--- config.mk ---
export PLATFORM = sky130hd
export DESIGN_NAME = pipe_hazard_ctrl
export DESIGN_NICKNAME = d
export VERILOG_FILES = /design/src/rtl/pipe_hazard_ctrl.sv
export SDC_FILE = /design/constraint.sdc
export NUM_CORES = 1
export LEC_CHECK = 0
export CORE_ASPECT_RATIO = 0.7
export CORE_MARGIN = 2
export CORE_UTILIZATION = 49
export CTS_CLUSTER_SIZE = 16
export DETAILED_ROUTE_END_ITERATION = 10
export PLACE_DENSITY = 0.83
export SETUP_SLACK_MARGIN = 0.5
export SYNTH_ARGS = -nofsm -noshare
export SYNTH_HDL_FRONTEND = slang
export SYNTH_SLANG_ARGS = --single-unit
--- constraint.sdc ---
create_clock -name clk -period 6.6 [get_ports clk]
set_input_delay 1.98 -clock clk [delete_from_list [all_inputs] [get_ports clk]]
set_output_delay 1.98 -clock clk [all_outputs]
set_load 0.03 [all_outputs]
--- src/rtl/pipe_hazard_ctrl.sv ---
// Pipeline hazard controller: load-use stalls, branch squashes, data-memory
// wait freezes with a timeout that parks the pipe in a sticky error state.
module pipe_hazard_ctrl #(
  parameter int unsigned MEM_TIMEOUT = 16
) (
  input  logic        clk,
  input  logic        rst,
  input  logic [3:0]  IF_IDRs,
  input  logic [3:0]  IF_IDRt,
  input  logic [3:0]  ID_EXRd,
  input  logic        ID_EXMemRead,
  input  logic        EX_MEMMemRead,
  input  logic        EX_MEMMemWrite,
  input  logic        mem_ready,
  input  logic        branch_taken,
  output logic        pc_en,
  output logic        IF_ID_en,
  output logic        ID_EX_en,
  output logic        EX_MEM_en,
  output logic        IF_ID_flush,
  output logic        ID_EX_bubble,
  output logic        mem_req,
  output logic        mem_err,
  output logic [15:0] stall_count
);

  localparam int unsigned CNT_W   = 8;
  localparam int unsigned STALL_W = 16;

  typedef enum logic [1:0] {
    RUN     = 2'd0,
    MEMWAIT = 2'd1,
    ERROR   = 2'd2
  } state_e;

  state_e               state_q, state_d;
  logic [CNT_W-1:0]     wait_cnt_q, wait_cnt_d;
  logic                 mem_err_q, mem_err_d;
  logic [STALL_W-1:0]   stall_count_q, stall_count_d;

  logic acc, mem_busy, load_use;

  assign acc      = EX_MEMMemRead | EX_MEMMemWrite;
  assign mem_busy = acc & ~mem_ready;
  assign load_use = ID_EXMemRead & (ID_EXRd != 4'd0) &
                    ((ID_EXRd == IF_IDRs) | (ID_EXRd == IF_IDRt));

  // Next-state and zero-latency pipeline control
  always_comb begin
    state_d       = state_q;
    wait_cnt_d    = wait_cnt_q;
    mem_err_d     = mem_err_q;
    stall_count_d = stall_count_q;
    pc_en         = 1'b0;
    IF_ID_en      = 1'b0;
    ID_EX_en      = 1'b0;
    EX_MEM_en     = 1'b0;
    IF_ID_flush   = 1'b0;
    ID_EX_bubble  = 1'b0;
    mem_req       = 1'b0;

    case (state_q)
      RUN, MEMWAIT: begin
        mem_req = acc;
        if (mem_busy) begin
          if (wait_cnt_q == CNT_W'(MEM_TIMEOUT - 1)) begin
            state_d   = ERROR;
            mem_err_d = 1'b1;
          end else begin
            state_d    = MEMWAIT;
            wait_cnt_d = wait_cnt_q + CNT_W'(1);
          end
        end else begin
          state_d    = RUN;
          wait_cnt_d = '0;
          if (branch_taken) begin
            pc_en        = 1'b1;
            IF_ID_en     = 1'b1;
            ID_EX_en     = 1'b1;
            EX_MEM_en    = 1'b1;
            IF_ID_flush  = 1'b1;
            ID_EX_bubble = 1'b1;
          end else if (load_use) begin
            ID_EX_en     = 1'b1;
            ID_EX_bubble = 1'b1;
            EX_MEM_en    = 1'b1;
          end else begin
            pc_en     = 1'b1;
            IF_ID_en  = 1'b1;
            ID_EX_en  = 1'b1;
            EX_MEM_en = 1'b1;
          end
        end
        if (!pc_en && (stall_count_q != '1)) begin
          stall_count_d = stall_count_q + STALL_W'(1);
        end
      end
      default: begin
        state_d = ERROR;
      end
    endcase

    // Controls are forced idle for as long as reset is held
    if (!rst) begin
      pc_en        = 1'b0;
      IF_ID_en     = 1'b0;
      ID_EX_en     = 1'b0;
      EX_MEM_en    = 1'b0;
      IF_ID_flush  = 1'b0;
      ID_EX_bubble = 1'b0;
      mem_req      = 1'b0;
    end
  end

  always_ff @(posedge clk or negedge rst) begin
    if (!rst) begin
      state_q       <= RUN;
      wait_cnt_q    <= '0;
      mem_err_q     <= 1'b0;
      stall_count_q <= '0;
    end else begin
      state_q       <= state_d;
      wait_cnt_q    <= wait_cnt_d;
      mem_err_q     <= mem_err_d;
      stall_count_q <= stall_count_d;
    end
  end

  assign mem_err     = mem_err_q;
  assign stall_count = stall_count_q;

endmodule

==> metrics.yaml <==
logic_synthesis:
  synth_area_leaders: "dfrtp_1, xnor2_1, nand2_1"
  synth.distinct_cells: 31
  postSynthCellCount: 144
  synth_top_area_share_pct: 46.6
  yosys_warnings: 0
  synth.avg_cell_area_um2: 9.70
  synth_nets: 165
  ys_ff_latch: 26
  synth-edff-count: 0
  yosysSeqAreaShare_pct: 46.6
  netlist_area_mm2: 0.00140
  synth-async-reset-ratio_pct: 100
  synth_largest_area_cell: "dfrtp_1"
  synth_flop_cell: "dfrtp_1"
drt:
  drt_iter0_drc: 61
  routed_via_density: 5.38
  drtPass1Iterations: 4
  route.detailed.drc: 0
  antenna_left: 0
  wl_per_cell_um: 14.5
  route.final.wire_length_mm: 3.24
  dr_total_vias: 1206
layout:
  syn_to_final_growth_pct: 37.1
  antenna_cells: 0
  mostFrequentLayoutCells: "clkdlybuf4s50_1, dfrtp_1, xnor2_1, nand2_1, nor2_1"
  layout.nets: 210
  layout_commonest_cell: "clkdlybuf4s50_1"
  multiInputGateArea_um2: 708
  fill_cells: 215
  register_area_um2: 651
  drive_gt1_share_pct: 5.32
clocking:
  cts_made_buffers: 3
  clock-sinks: 26
  clk_pin_slew_ns: 0.09
  insertion_delay_ns: 0.28
  cts_resized: 0
  cts_hold_buf: 0
  htreeDepth: 1
  clk_path_buf_depth: 2
  cts_setup_buffers: 0
  cts_tree: "done"
  cts_root_buf: "clkbuf_8"
timing:
  fin_crit_sh_pct: 90.7
  setup_tns_ns: 0
  setup_slack_ns: 0.615
  fin_skew_ns: 0.00602
  fmax_ghz: 0.167
  maxSlewHeadroom_pct: 53.2
  hold_violations: 0
  rsz0062_at_grt: "false"
  slew_viol_final: 0
  period_minus_slack_ns: 5.98
  worst_pin_slew_ns: 0.702
  setup_viol: 0
worst_setup_path:
  crit_type: "in2out"
  r2r-end: "stall_count[1]"
  cp-endpoint: "pc_en"
  r2r_setup_slack_ns: 4.39
  crit_path_end_kind: "output port"
  critPathLaunch: "ID_EXRd[0]"
  reg2reg_depth: 6
  worstReg2RegStart: "stall_count[0]"
  required_ns: 4.62
  crit_fanout: 3
  cp_data_arrival_time_ns: 4.00
  crit_path_start_kind: "input port"
floorplan:
  die_h_um: 48.7
  die_area_mm2: 0.00330
  ios: 43
  die_w_um: 67.8
  num_rows: 16
  coreArea_mm2: 0.00276
  initial_utilization_pct: 50.5
power_and_ir_drop:
  vdd_drop_max_mv: 0.222
  p_per_area_mw_per_mm2: 258
  p_leak_uw: 0.000776
placement:
  post-place-ws_ns: 0.604
  gp_congestion: 0.804
  portBuffers: 42
  hpwlAfterDp_mm: 2.48
grt:
  grt_max_degree: 27
  grtUsageTotal_pct: 21.2
  grt_pass1_wl_mm: 5.29
  antenna_found_initial: 0
  grt_overflow: 0
  grt_pass1_vias: 1142
flow_run:
  maxCapViolCount: 0
run_status:
  status: "finished, final reports clean"
worst_hold_path:
  min_path_type: "reg2reg"
==> synth_stat cells, types with 2 or more instances <==
cell	n
a22o_1	2
inv_1	3
and2_1	2
buf_4	2
dfrtp_1	26
nor2_1	14
o21ai_0	9
xnor2_1	22
nand2_1	20
and3_1	4
nand4_1	7
a21oi_1	4
ha_1	2
nor3_1	2
nand3_1	9
==> cell type report <==
class / instances / area share (%)
clock buffers: 3 / 2.16
repair buffers: 43 / 22.4
flip-flops and latches: 26 / 34.0
well taps: 36 / 2.35
multi-input cells: 112 / 37.0
clock inverters: 1 / 1.57
inverters: 3 / 0.588
==> per-stage QoR <==
stage | std cells | utilization, % | total power, uW | area (um2) | hold slack (ns)
after global routing | 224 | 69.3 | 519 | 1910 | 0.511
after detailed placement | 220 | 66.7 | 365 | 1840 | 0.453
after floorplan | 144 | - | 295 | 1400 | 0.458
final | 224 | 69.3 | 494 | 1910 | 0.469
after CTS | 224 | 69.3 | 500 | 1910 | 0.474
after global placement | 220 | 66.7 | 361 | 1840 | 0.440
==> routing by layer <==
| layer | global-route usage (%) | vias up | routed length, um |
|---|---|---|---|
| met2 | 33.7 | 21 | 1560 |
| met5 | 0 | - | 0 |
| met4 | 4.00 | 0 | 16 |
| li1 | - | 587 | - |
| met3 | 6.28 | 3 | 119 |
| met1 | 29.0 | 595 | 1550 |
==> where the power goes <==
group / total (uW) / internal [uW] / switching (uW)
Sequential: 204 / 179 / 25.4
Combinational: 158 / 72.5 / 85.1
Clock: 133 / 81.2 / 51.7
==> worst min path at each step <==
stage,startpoint,endpoint,slack [ns],depth (start not counted)
2_1_floorplan,wait_cnt_q[7],wait_cnt_q[7],0.46,1
3_3_place_gp,mem_err,mem_err,0.44,1
3_5_place_dp,mem_err,mem_err,0.45,1
4_1_cts,mem_err,mem_err,0.47,1
5_1_grt,mem_err,mem_err,0.51,1
6_report,mem_err,mem_err,0.47,1
==> cell families after synthesis <==
family,count (synthesis),synth area share (%)
muxes,2,1.52
DFF,26,46.6
adders and majority gates,2,1.79
and+or+nand+nor,64,22.3
xor gates and xnor gates,23,14.4
buffers and inverters,6,2.69
AOI/OAI and AO/OA,21,10.7
==> flip-flops by register name (all words and copies together), names as in the netlist <==
signal	flops
stall_count	16
state_q	1
wait_cnt_q	8
mem_err	1
==> worst max-delay path, cell delays in order <==
cell,delay [ns]
clkdlybuf4s50_1,0.48
o41ai_1,0.49
a211o_1,0.22
and2_2,0.17
clkdlybuf4s50_1,0.66
(Power assumes the default switching activity.)
